**config.mk**
```make
export PLATFORM = sky130hd
export DESIGN_NAME = serial_match_scheduler
export DESIGN_NICKNAME = d
export VERILOG_FILES = /design/src/rtl/serial_match_pkg.sv /design/src/rtl/pattern_window_detector.sv /design/src/rtl/serial_match_scheduler.sv
export SDC_FILE = /design/constraint.sdc
export NUM_CORES = 1
export LEC_CHECK = 0
export ABC_AREA = 1
export ABC_CLOCK_PERIOD_IN_PS = 1700
export CAP_MARGIN = 40
export CELL_PAD_IN_SITES_DETAIL_PLACEMENT = 0
export CELL_PAD_IN_SITES_GLOBAL_PLACEMENT = 1
export CORE_UTILIZATION = 35
export CTS_BUF_LIST = sky130_fd_sc_hd__clkbuf_8
export DETAILED_ROUTE_END_ITERATION = 10
export HOLD_SLACK_MARGIN = 0.12
export PLACE_DENSITY_LB_ADDON = 0.1
export SETUP_SLACK_MARGIN = 0.05
export SYNTH_ARGS = -nofsm -noshare
export SYNTH_HDL_FRONTEND = slang
export SYNTH_HIERARCHICAL = 1
export SYNTH_SLANG_ARGS = --single-unit
```
**constraint.sdc**
```tcl
create_clock -name clk -period 1.7 [get_ports clk]
set_input_delay 0.17 -clock clk [delete_from_list [all_inputs] [get_ports clk]]
set_output_delay 0.17 -clock clk [all_outputs]
set_load 0.02 [all_outputs]
```
**src/rtl/serial_match_pkg.sv**
```systemverilog
// Shared types and constants for the serial pattern-match scheduler.
// Holds the FSM state encoding, the pattern width and the reset pattern.
package serial_match_pkg;

   localparam int PAT_W = 4;
   localparam logic [PAT_W-1:0] DEFAULT_PATTERN = 4'b1101;

   typedef enum logic [1:0] {
      IDLE  = 2'd0,
      ARMED = 2'd1,
      SHIFT = 2'd2,
      DONE  = 2'd3
   } state_e;

endpackage

```
**src/rtl/pattern_window_detector.sv**
```systemverilog
// Sliding PAT_W-bit history window with fill counter; hit is combinational in the shift cycle.
// No backpressure: one bit is absorbed whenever shift_en is high; clear wins over shift_en.
module pattern_window_detector
   import serial_match_pkg::*;
(
   input  logic             clk,
   input  logic             reset,
   input  logic             shift_en,
   input  logic             bit_in,
   input  logic             clear,
   input  logic [PAT_W-1:0] pattern,
   output logic             hit
);

   logic [PAT_W-1:0] window_q, window_d;
   logic [PAT_W-1:0] next_window;
   logic [2:0]       fill_q, fill_d;

   // fill_q saturates at PAT_W; a hit needs the incoming bit to complete a full window
   always_comb begin
      next_window = {window_q[PAT_W-2:0], bit_in};
      window_d    = window_q;
      fill_d      = fill_q;
      hit         = 1'b0;
      if (clear) begin
         window_d = '0;
         fill_d   = '0;
      end else if (shift_en) begin
         window_d = next_window;
         if (fill_q != 3'(PAT_W)) begin
            fill_d = fill_q + 3'd1;
         end
         hit = (next_window == pattern) && (fill_q >= 3'(PAT_W - 1));
      end
   end

   always_ff @(posedge clk) begin
      if (reset) begin
         window_q <= '0;
         fill_q   <= '0;
      end else begin
         window_q <= window_d;
         fill_q   <= fill_d;
      end
   end

endmodule

```
**src/rtl/serial_match_scheduler.sv**
```systemverilog
// Byte-in, bit-serial pattern scanner: 9 cycles per byte, match_pulse/count one cycle after the bit.
// byte_ready is high only in ARMED; the upstream holds byte_valid until it is accepted.
module serial_match_scheduler
   import serial_match_pkg::*;
#(
   parameter int COUNT_W = 8
)
(
   input  logic               clk,
   input  logic               reset,
   input  logic [3:0]         cfg_pattern,
   input  logic               cfg_wr,
   input  logic               start,
   input  logic               byte_valid,
   input  logic [7:0]         byte_data,
   input  logic               byte_last,
   output logic               byte_ready,
   output logic               match_pulse,
   output logic [COUNT_W-1:0] match_count,
   output logic               busy,
   output logic               done
);

   state_e             state_q, state_d;
   logic [PAT_W-1:0]   pattern_q, pattern_d;
   logic [7:0]         data_q, data_d;
   logic               last_q, last_d;
   logic [2:0]         bit_idx_q, bit_idx_d;
   logic [COUNT_W-1:0] count_q, count_d;
   logic               pulse_q;
   logic               shift_en;
   logic               clear;
   logic               hit;

   pattern_window_detector u_detector (
      .clk      (clk),
      .reset    (reset),
      .shift_en (shift_en),
      .bit_in   (data_q[bit_idx_q]),
      .clear    (clear),
      .pattern  (pattern_q),
      .hit      (hit)
   );

   always_comb begin
      state_d   = state_q;
      pattern_d = pattern_q;
      data_d    = data_q;
      last_d    = last_q;
      bit_idx_d = bit_idx_q;
      count_d   = count_q;
      shift_en  = 1'b0;
      clear     = 1'b0;

      // hit only occurs in SHIFT, so the IDLE clear below never races an increment
      if (hit && (count_q != '1)) begin
         count_d = count_q + COUNT_W'(1);
      end

      unique case (state_q)
         IDLE: begin
            if (cfg_wr) begin
               pattern_d = cfg_pattern;
            end
            if (start) begin
               state_d = ARMED;
               clear   = 1'b1;
               count_d = '0;
            end
         end
         ARMED: begin
            if (byte_valid) begin
               data_d    = byte_data;
               last_d    = byte_last;
               bit_idx_d = 3'd7;
               state_d   = SHIFT;
            end
         end
         SHIFT: begin
            shift_en  = 1'b1;
            bit_idx_d = bit_idx_q - 3'd1;
            if (bit_idx_q == 3'd0) begin
               state_d = last_q ? DONE : ARMED;
            end
         end
         DONE: begin
            state_d = IDLE;
         end
         default: begin
            state_d = IDLE;
         end
      endcase
   end

   always_ff @(posedge clk) begin
      if (reset) begin
         state_q   <= IDLE;
         pattern_q <= DEFAULT_PATTERN;
         data_q    <= '0;
         last_q    <= 1'b0;
         bit_idx_q <= '0;
         count_q   <= '0;
         pulse_q   <= 1'b0;
      end else begin
         state_q   <= state_d;
         pattern_q <= pattern_d;
         data_q    <= data_d;
         last_q    <= last_d;
         bit_idx_q <= bit_idx_d;
         count_q   <= count_d;
         pulse_q   <= hit;
      end
   end

   assign byte_ready  = (state_q == ARMED);
   assign busy        = (state_q == ARMED) || (state_q == SHIFT);
   assign done        = (state_q == DONE);
   assign match_pulse = pulse_q;
   assign match_count = count_q;

endmodule
```
== Word level (Yosys, flattened, before mapping) ==
Index checks and enable logic that the tools add are counted.
Word-level totals
  register bits after elaboration: 33
  latch bits: 0
  bits in writable memories: 0
  bits in read-only memories: 0
  input bits: 18
  word-level logic and storage cells: 52
  memories kept: 0
Cells by class
  add/subtract/negate cells: 3
  multipliers: 0
  div/mod/pow operators: 0
  magnitude comparators: 2
  equality and inequality tests: 9
  shift-type cells: 0
  muxes and demuxes: 17
  bitwise operators: 0
  reduce and logical (&&, ||, !) cells: 12
Operators with widths (number)
  8-bit 2-to-1 mux: 3
  8-bit by 1-bit adder with 8-bit output, second input constant: 1
  2-bit 2-to-1 mux: 4
  8-bit != test, second input constant: 1
  2-bit case mux with 4 select lines: 1
  2-bit AND reduction: 4
  1-bit 2-to-1 mux: 6
  2-bit != test, second input constant: 3
  3-bit case mux with 2 select lines: 1
  2-bit equality test, second input constant: 2
  4-bit equality test: 1
  3-bit by 4-bit less-than comparator with 1-bit output, second input constant: 1
  3-bit by 1-bit adder with 3-bit output, second input constant: 1
  1-bit binary-select mux with 3-bit select: 1
  3-bit by 2-bit greater-or-equal comparator with 1-bit output, second input constant: 1
  3-bit logical NOT: 1
  3-bit 2-to-1 mux: 1
  3-bit != test, second input constant: 1
  3-bit AND reduction: 1
  3-bit by 1-bit subtractor with 3-bit output, second input constant: 1
  2-bit by 1-bit equality test with 1-bit output, second input constant: 1
  1-bit logical AND: 2
  2-bit logical NOT: 1
  2-bit nonzero test: 1
  other kinds (2): 2

== Longest topological paths before layout ==
Gate-level depths: netlist of run 1.
  word-level depth: 10
  gate-level depth with buffers: 17
  gate-level depth less buffers: 17

== Hierarchy ==
Netlist of run 1, hierarchy kept.
Modules (own cells, without submodules)
  serial_match_scheduler: times used 1, cells each 188, area each 1331.3 um^2, seq. area each 540.5 um^2
  pattern_window_detector: times used 1, cells each 57, area each 377.9 um^2, seq. area each 120.1 um^2

== Worst setup path after synthesis of run 1 ==
No wires, ideal clock.
  kind: reg2reg
  start point: register bit_idx_q[0]
  end point: register count_q[5] (netlist: match_count[5])
  setup time: 0.118 ns
  data arrival time: 1.705 ns
  slack: -0.123 ns
  cell stages (with the launch flop): 18
  path buffers: 0
  cells stage by stage: dfxtp_1 -> inv_1 -> o21ai_0 -> o22ai_1 -> nand2_1 -> nand2_1 -> nand2_1 -> nand2_1 -> nor2_1 -> nand2_1 -> nor2_2 -> nand2_1 -> inv_1 -> nand2_2 -> nor2_4 -> nand2_1 -> nand2_1 -> a21oi_1
On the way
  cells in the longest elaborated chain, start to end: 10
Ends and longest elaborated chain
  start: declaration: line serial_match_scheduler.sv:28  | logic [2:0] bit_idx_q, bit_idx_d;
  start signal: assignment: line serial_match_scheduler.sv:109  | bit_idx_q <= bit_idx_d;
  1-bit binary-select mux with 3-bit select (*): line serial_match_scheduler.sv:39  | .bit_in (data_q[bit_idx_q]),
  1-bit 2-to-1 mux (implied by the code) (*): line serial_match_scheduler.sv:39
  4-bit equality test (*): line pattern_window_detector.sv:33  | hit = (next_window == pattern) && (fill_q >= 3'(PAT_W - 1));
  1-bit logical AND (*): line pattern_window_detector.sv:33
  1-bit 2-to-1 mux (*): line pattern_window_detector.sv:28  | end else if (shift_en) begin
  1-bit 2-to-1 mux (*): line pattern_window_detector.sv:25  | if (clear) begin
  net hit: line serial_match_scheduler.sv:33  | logic hit;
  1-bit logical AND (*): line serial_match_scheduler.sv:56  | if (hit && (count_q != '1)) begin
  8-bit 2-to-1 mux (*): line serial_match_scheduler.sv:56
  8-bit 2-to-1 mux: line serial_match_scheduler.sv:65  | if (start) begin
  8-bit 2-to-1 mux (*): line serial_match_scheduler.sv:60  | unique case (state_q)
  end signal: assignment: line serial_match_scheduler.sv:110  | count_q <= count_d;
  end: declaration: line serial_match_scheduler.sv:29  | logic [COUNT_W-1:0] count_q, count_d;
Mark *: on every way through the listed nets, which the timed path passes. The rest lies on a longest branch. The select of a mux whose other input is x is not followed.
A chain may end at the register's enable or synchronous reset.

== Final worst setup path of run 1 ==
  start point: register bit_idx_q[0]
  end point: register count_q[2] (netlist: match_count[2])
The elaborated chain is that of the path after synthesis.

==> metrics.md, run 1 <==
| Metric | Value |
|---|---|
| Initial antenna violation count | 0 |
| M3 GR Usage | 0.0380 |
| Chip height | 71.9 um |
| Clock root buffer | clkbuf_8 |
| Mapped Area | 1710 um2 |
| Routed wire length | 3.64 mm |
| First-pass GRT wire length | 6.35 mm |
| Vias | 1617 |
| FF-to-FF Start | bit_idx_q[0]$_SDFFE_PP0P_ |
| # diodes | 0 |
| Post-synth top area share | 0.387 |
| GRT Overall Usage | 0.157 |
| GRT overflow | 0 |
| Crit end category | flop |
| CTS tree | built |
| Fin crit share | 1.07 |
| Vias in the first global route | 1515 |
| Vias per cell | 4.42 |
| Post-synthesis adder-cell area fraction | 0.0732 |
| Pre-CTS setup slack | -0.0809 ns |
| Worst hold slack | 0.442 ns |
| Final nets | 327 |
| Largest family of logic cells by synthesized area | simple AND/OR/NAND/NOR gates |
| Worst slew margin | 0.784 |
| Total of max-cap violations | 0 |
| Detailed-route DRC error count | 0 |
| Critical path origin | bit_idx_q[0]$_SDFFE_PP0P_ |
| Synth Area in Compound Gates | 0.133 |
| Critical Path Source Type | flop |
| Clock H-tree levels | 2 |
| Slew Limit Fails | 0 |
| Core Util, Final | 0.506 |
| Hold Crit Start | cfg_pattern[2] |
| Placed Cells | 356 |
| GR Util met1 | 0.179 |
| Synth area leader | dfxtp_1 |
| Mux contribution to synthesized area | 0 |
| Highest net fanout along the worst path | 7 |
| WP data arrival | 2.03 ns |
| Worst Reg2Reg Path Length in Cells | 15 |
| Layout area overhead | 39.9% |
| Crit path kind | flop to flop |
| Routed Antenna Nets | 0 |
| Clock Latency Late Sink | 0.28 ns |
| Worst VDD drop | 0.682 mV |
| Hpwl dp | 2.76 mm |
| Worst min path class | primary input to flop |
| XOR/XNOR Fraction of Synth Area | 0.0154 |
| IO Port Bufs | 29 |
| Hold path depth | 3 |
| Top Usage Layer GRT | met2 |
| Placeable Area | 4720 um2 |
| Top cells by area, synth | dfxtp_1 39%, nand2_1 11%, nor2_1 9.2% |
| GP Congestion | 0.728 |
| Status | complete, but fails checks |
| Post-synth net total | 273 |
| Final hold viol count | 0 |
| Hold-fix buffers, CTS | 0 |
| Worst Path Required | 1.92 ns |
| Seq/Total Area, Yosys | 0.387 |
| Die area | 5170 um2 |
| Clock Skew | 0.00589 ns |
| RSZ-0062 raised after global routing | yes |
| Synth Warn # | 6 |
| Syn Inst Count | 245 |
| PwrDens | 1210 nW/um2 |
| Min Tclk post-route | 1.81 ns |
| Site Rows | 25 |
| Yosys cell types | 24 |
| FF+latch count, synth | 33 |
| Lkg Pwr | 1.05 nW |
| Worst-Margin Slew | 0.323 ns |
| Failing checks | negative setup slack |
| Final WS setup | -0.113 ns |
| Non-filler instance count after layout | 366 |
| Setup Viol. Count Final | 7 |
| Number of detailed-route iterations in the first pass | 4 |
| CTS Sinks | 33 |
| Syn Area/Cell | 6.98 um2 |
| Total CTS buffers | 5 |
| Ports | 30 |
| CTS clk-pin slew, worst paths | 0.07 ns |
| Die W | 71.9 um |
| Fraction of layout cells with a size suffix above 1 | 0.194 |
| Largest net degree at the start of global routing | 18 |
| Initial Utilization | 0.362 |
| Routed len/inst | 9.95 um |
| Synth Area in Simple Gates | 0.310 |
| Max Clock Freq | 0.551 GHz |
| Clk buf depth | 2 |
| Met2 usage | 0.280 |
| Initial DRC Count | 56 |
==> per-layer routing <==
| metal | share of wire | vias up |
|---|---|---|
| li1 | - | 882 |
| met1 | 0.45 | 707 |
| met2 | 0.51 | 26 |
| met3 | 0.039 | 2 |
| met4 | 0.0052 | 0 |
| met5 | 0 | - |
==> cell usage in the layout, fill, tap and decap left out, types with 2 or more instances in the layout <==
cell              n
o21ai_1           3
dfxtp_2           2
ha_1              8
ha_4              2
clkbuf_8          6
xnor2_1           2
nand3b_1          3
o21ai_0          20
dlygate4sd2_1     2
nor2_1           40
dfxtp_4           2
nand3_1          11
buf_6             3
dfxtp_1          29
nor2_4            5
buf_4            16
o21ai_2           3
clkdlybuf4s50_1  26
nand2_1          51
nor2_2            4
inv_2             6
nand2_2           3
a21oi_1          12
inv_1            29
==> sequential cells by signal, indices dropped and copies added (netlist names) <==
name	flops
match_count	8
match_pulse	1
data_q	8
u_detector/window_q	3
u_detector/fill_q	3
bit_idx_q	3
last_q	1
pattern_q	4
state_q	2
==> timing repair <==
action | 4_1_cts | 5_1_grt
endpoints found under the setup margin | 10 | 10
pin swaps | 5 | 4
setup buffers | 1 | 2
resized for setup | 7 | 12
==> logic make-up after synthesis <==
logic type                 after synthesis
AOI/OAI and AO/OA                       42
and+or+nand+nor                        120
adders and majority gates               10
xor gates and xnor gates                 3
buffers and inverters                   37
DFF                                     33
==> power breakdown <==
part	leakage (nW)	internal, mW	total (mW)	switching (mW)
logic	0.734	0.558	1.21	0.655
clock network	0.0485	0.315	0.595	0.280
registers	0.271	0.943	1.08	0.135
==> layout make-up <==
class | count | area (um2)
Fill cell | 476 | 2330
Multi-Input combinational cell | 175 | 968
Clock inverter | 1 | 3.75
Tap cell | 67 | 83.8
Sequential cell | 33 | 671
Inverter | 36 | 138
Clock buffer | 6 | 82.6
Timing Repair Buffer | 48 | 444
==> cells in the mapped netlist <==
master / instances
clkinv_1: 1
ha_1: 10
dfxtp_1: 33
o21ai_0: 24
nand2_4: 1
nand2_2: 2
o22ai_1: 2
inv_2: 3
inv_1: 32
nand3b_1: 3
xnor2_1: 2
xor2_1: 1
nand3_1: 11
nand4_1: 1
buf_2: 1
a21oi_2: 1
nand2_1: 52
a21oi_4: 1
o21ai_1: 2
nand3_2: 1
nor2_1: 42
nor2_4: 3
nor2_2: 4
a21oi_1: 12
==> worst paths after layout <==
path              slack, ns                         to
setup / recovery      -0.11  match_count[2]$_SDFF_PP0_
hold reg to reg        0.47  pattern_q[0]$_SDFFE_PP1P_
hold / removal         0.44  pattern_q[2]$_SDFFE_PP1P_
setup reg to reg      -0.11  match_count[2]$_SDFF_PP0_
==> worst max-delay path: stages, from the launching register on <==
cell     delay [ns]
dfxtp_4        0.39
inv_4          0.06
o21ai_2        0.12
o22ai_2        0.08
nand2_1        0.08
nand2_2        0.06
nand2_1        0.06
nand2_1        0.05
nor2_1         0.08
nand2_1        0.09
nor2_4         0.16
buf_4          0.13
buf_6          0.08
buf_4          0.10
nand3_1        0.09
a21oi_2        0.13
==> per-stage QoR <==
step	TNS (ns)	total power, mW	cell area [um2]
final	-0.539	2.88	2390
after global placement	-0.328	2.23	2230
after floorplan	0	1.85	1750
after detailed placement	-0.257	2.23	2230
after global routing	-1.69	3.14	2390
after CTS	-0.0372	2.83	2340
Note: power is estimated with default switching activity, not from simulation.
==> run 2, diff against run 1 <==
--- a/config.mk
+++ b/config.mk
@@ -10,12 +10,14 @@
 export CAP_MARGIN = 40
 export CELL_PAD_IN_SITES_DETAIL_PLACEMENT = 0
 export CELL_PAD_IN_SITES_GLOBAL_PLACEMENT = 1
-export CORE_UTILIZATION = 35
+export CORE_UTILIZATION = 42
 export CTS_BUF_LIST = sky130_fd_sc_hd__clkbuf_8
 export DETAILED_ROUTE_END_ITERATION = 10
+export DONT_BUFFER_PORTS = 1
 export HOLD_SLACK_MARGIN = 0.12
 export PLACE_DENSITY_LB_ADDON = 0.1
 export SETUP_SLACK_MARGIN = 0.05
+export SKIP_LAST_GASP = 1
 export SYNTH_ARGS = -nofsm -noshare
 export SYNTH_HDL_FRONTEND = slang
 export SYNTH_HIERARCHICAL = 1
==> run 2 against run 1 <==
  * Global-route usage up 3.3 points
  * Die area is 16% lower
  * Setup slack better by 0.080 ns
  * Critical path type unchanged
  * Utilization grew 8.7 points
  * The run still ends with negative setup slack left
  * Power is 4.1% higher
  * Non-clock buffer count shrank 13
  * Sequential share of layout area increased by 1.9 points
==> metrics.md, run 2 (synthesis gave the netlist of run 1 again) <==
| Metric | Value |
|---|---|
| Hold path depth | 3 |
| Slowest cell on the critical path | dfxtp_4 |
| Vias per cell | 4.63 |
| Min Tclk post-route | 1.73 ns |
| # diodes | 0 |
| IO Port Bufs | 0 |
| Ports | 30 |
| Routed len/inst | 10.5 um |
| Crit end category | flop |
| Fin crit share | 1.02 |
| Initial antenna violation count | 0 |
| Routed wire length | 3.52 mm |
| Die W | 65.8 um |
| Reg2Reg Capture Point | match_count[5]$_SDFF_PP0_ |
| PwrDens | 1340 nW/um2 |
| Vias | 1552 |
| Worst Path Required | 1.88 ns |
| Worst VDD drop | 0.679 mV |
| Worst slew margin | 0.713 |
| Setup Viol. Count Final | 4 |
| Min-Delay Endpoint | pattern_q[3]$_SDFFE_PP1P_ |
| Slew Limit Fails | 0 |
| Worst Reg2Reg Path Length in Cells | 16 |
| GRT Overall Usage | 0.190 |
| Clock H-tree levels | 2 |
| Total CTS buffers | 5 |
| Highest net fanout along the worst path | 6 |
| GP Congestion | 0.789 |
| Crit path kind | flop to flop |
| Fraction of layout cells with a size suffix above 1 | 0.202 |
| Commonest cells after routing, fill and taps aside | 51 x nand2_1, 42 x nor2_1, 30 x dfxtp_1 |
| First-pass GRT wire length | 6.28 mm |
| Clock root buffer | clkbuf_8 |
| Placeable Area | 3770 um2 |
| Family with the most delay on the worst path | simple AND/OR/NAND/NOR gates |
| CTS tree | built |
| Vias in the first global route | 1529 |
| Worst min path class | primary input to flop |
| Clock Latency Late Sink | 0.29 ns |
| Lkg Pwr | 0.998 nW |
| Final nets | 314 |
| Detailed-route DRC error count | 0 |
| Largest net degree at the start of global routing | 18 |
| CTS clk-pin slew, worst paths | 0.07 ns |
| WP data arrival | 1.91 ns |
| RSZ-0062 raised after global routing | yes |
| Worst hold slack | 0.188 ns |
| FF-to-FF Start | bit_idx_q[0]$_SDFFE_PP0P_ |
| GRT overflow | 0 |
| Failing checks | negative setup slack |
| Total of max-cap violations | 0 |
| Hpwl dp | 2.62 mm |
| Site Rows | 22 |
| Chip height | 65.8 um |
| Critical Path Source Type | flop |
| Crit-path most repeated cell | nand2_1 |
| Final WS setup | -0.0334 ns |
| Initial DRC Count | 76 |
| Die area | 4330 um2 |
| Hold Crit Start | cfg_wr |
| Final hold viol count | 0 |
| Initial Utilization | 0.453 |
| Clk buf depth | 2 |
| CP bufs+invs | 2 |
| Layout area overhead | 31.0% |
| Worst-Margin Slew | 0.429 ns |
| Worst-path cell chain | inv_4, nor2_1, o22ai_1, nand2_1, nand2_2, nor2_1, nor2_1, nand2_1, nor2_4, nand2_1, inv_1, nand2_2, nor2_4, nand2_1, nand2_1, a21oi_1 |
| Most common cell after layout, fill and taps aside | nand2_1 |
| Clock Skew | 0.00874 ns |
| CTS Sinks | 33 |
| Setup TNS | -0.0645 ns |
| Routed Antenna Nets | 0 |
| Post-DP Area | 1940 um2 |
| Post-layout instance area | 2240 um2 |
| Final Power | 3.00 mW |
| CP peak stage delay | 0.37 ns |
| Number of detailed-route iterations in the first pass | 4 |
| Status | complete, but fails checks |
| R2R Setup Slk | -0.03 ns |
| Max Clock Freq | 0.577 GHz |
-- run 2: cell count changes in the layout (fill, tap and decap cells not counted), moves of 3 or more --
cell	previous run	this run
clkdlybuf4s50_1	26	0
dlygate4sd3_1	0	14
buf_4	16	21
buf_6	3	0
-- run 2: repair_timing --
action | in CTS | in global routing
buffers inserted | 1 | 1
pin swaps | 4 | 1
setup endpoints to repair | 8 | 8
hold endpoints to repair | 23 | 0
hold buffers | 14 | 0
resized for setup | 3 | 6
-- run 2: layout make-up --
class                   count  area, um2
clock inverters             2       37.5
flip-flops and latches     33        669
clock buffers               6       82.6
inverters                  36        138
fillers                   358       1530
repair buffers             35        298
multi-input cells         175        953
well taps                  48       60.1
-- run 2: per-layer routing --
layer / up-vias / share of wire / global-route usage
met5: - / 0 / 0
met4: 0 / 0.015 / 0.0734
met3: 5 / 0.044 / 0.0672
met2: 30 / 0.49 / 0.335
met1: 661 / 0.46 / 0.205
li1: 856 / - / -
-- run 2: worst max-delay path by stage --
stage / startpoint / endpoint / slack (ns) / cells after the start
2_1_floorplan: bit_idx_q[0]$_SDFFE_PP0P_ / match_count[5]$_SDFF_PP0_ / 0.01 / 17
3_3_place_gp: bit_idx_q[0]$_SDFFE_PP0P_ / match_count[5]$_SDFF_PP0_ / -0.03 / 17
3_5_place_dp: bit_idx_q[0]$_SDFFE_PP0P_ / match_count[5]$_SDFF_PP0_ / -0.06 / 17
4_1_cts: bit_idx_q[0]$_SDFFE_PP0P_ / match_count[5]$_SDFF_PP0_ / -0.03 / 16
5_1_grt: bit_idx_q[1]$_SDFFE_PP0P_ / match_count[3]$_SDFF_PP0_ / -0.24 / 15
6_report: bit_idx_q[0]$_SDFFE_PP0P_ / match_count[5]$_SDFF_PP0_ / -0.03 / 16
-- run 2: worst min-delay path, stage by stage --
cell and delay (ns):
nand2_1 0.14, nand2_1 0.07, nand3_1 0.07
-- run 2: power breakdown --
part	switching [mW]	leakage, nW	internal [mW]
Sequential	0.119	0.271	0.939
Clock	0.300	0.0574	0.477
Combinational	0.638	0.669	0.532
-- run 2: stage by stage --
step | instances | util | worst slack [ns]
CTS | 334 | 0.589 | -0.0271
global placement | 311 | 0.515 | -0.0330
global route | 335 | 0.594 | -0.235
detailed placement | 311 | 0.515 | -0.0642
finish | 335 | 0.594 | -0.0334
floorplan | 245 | - | 0.0115
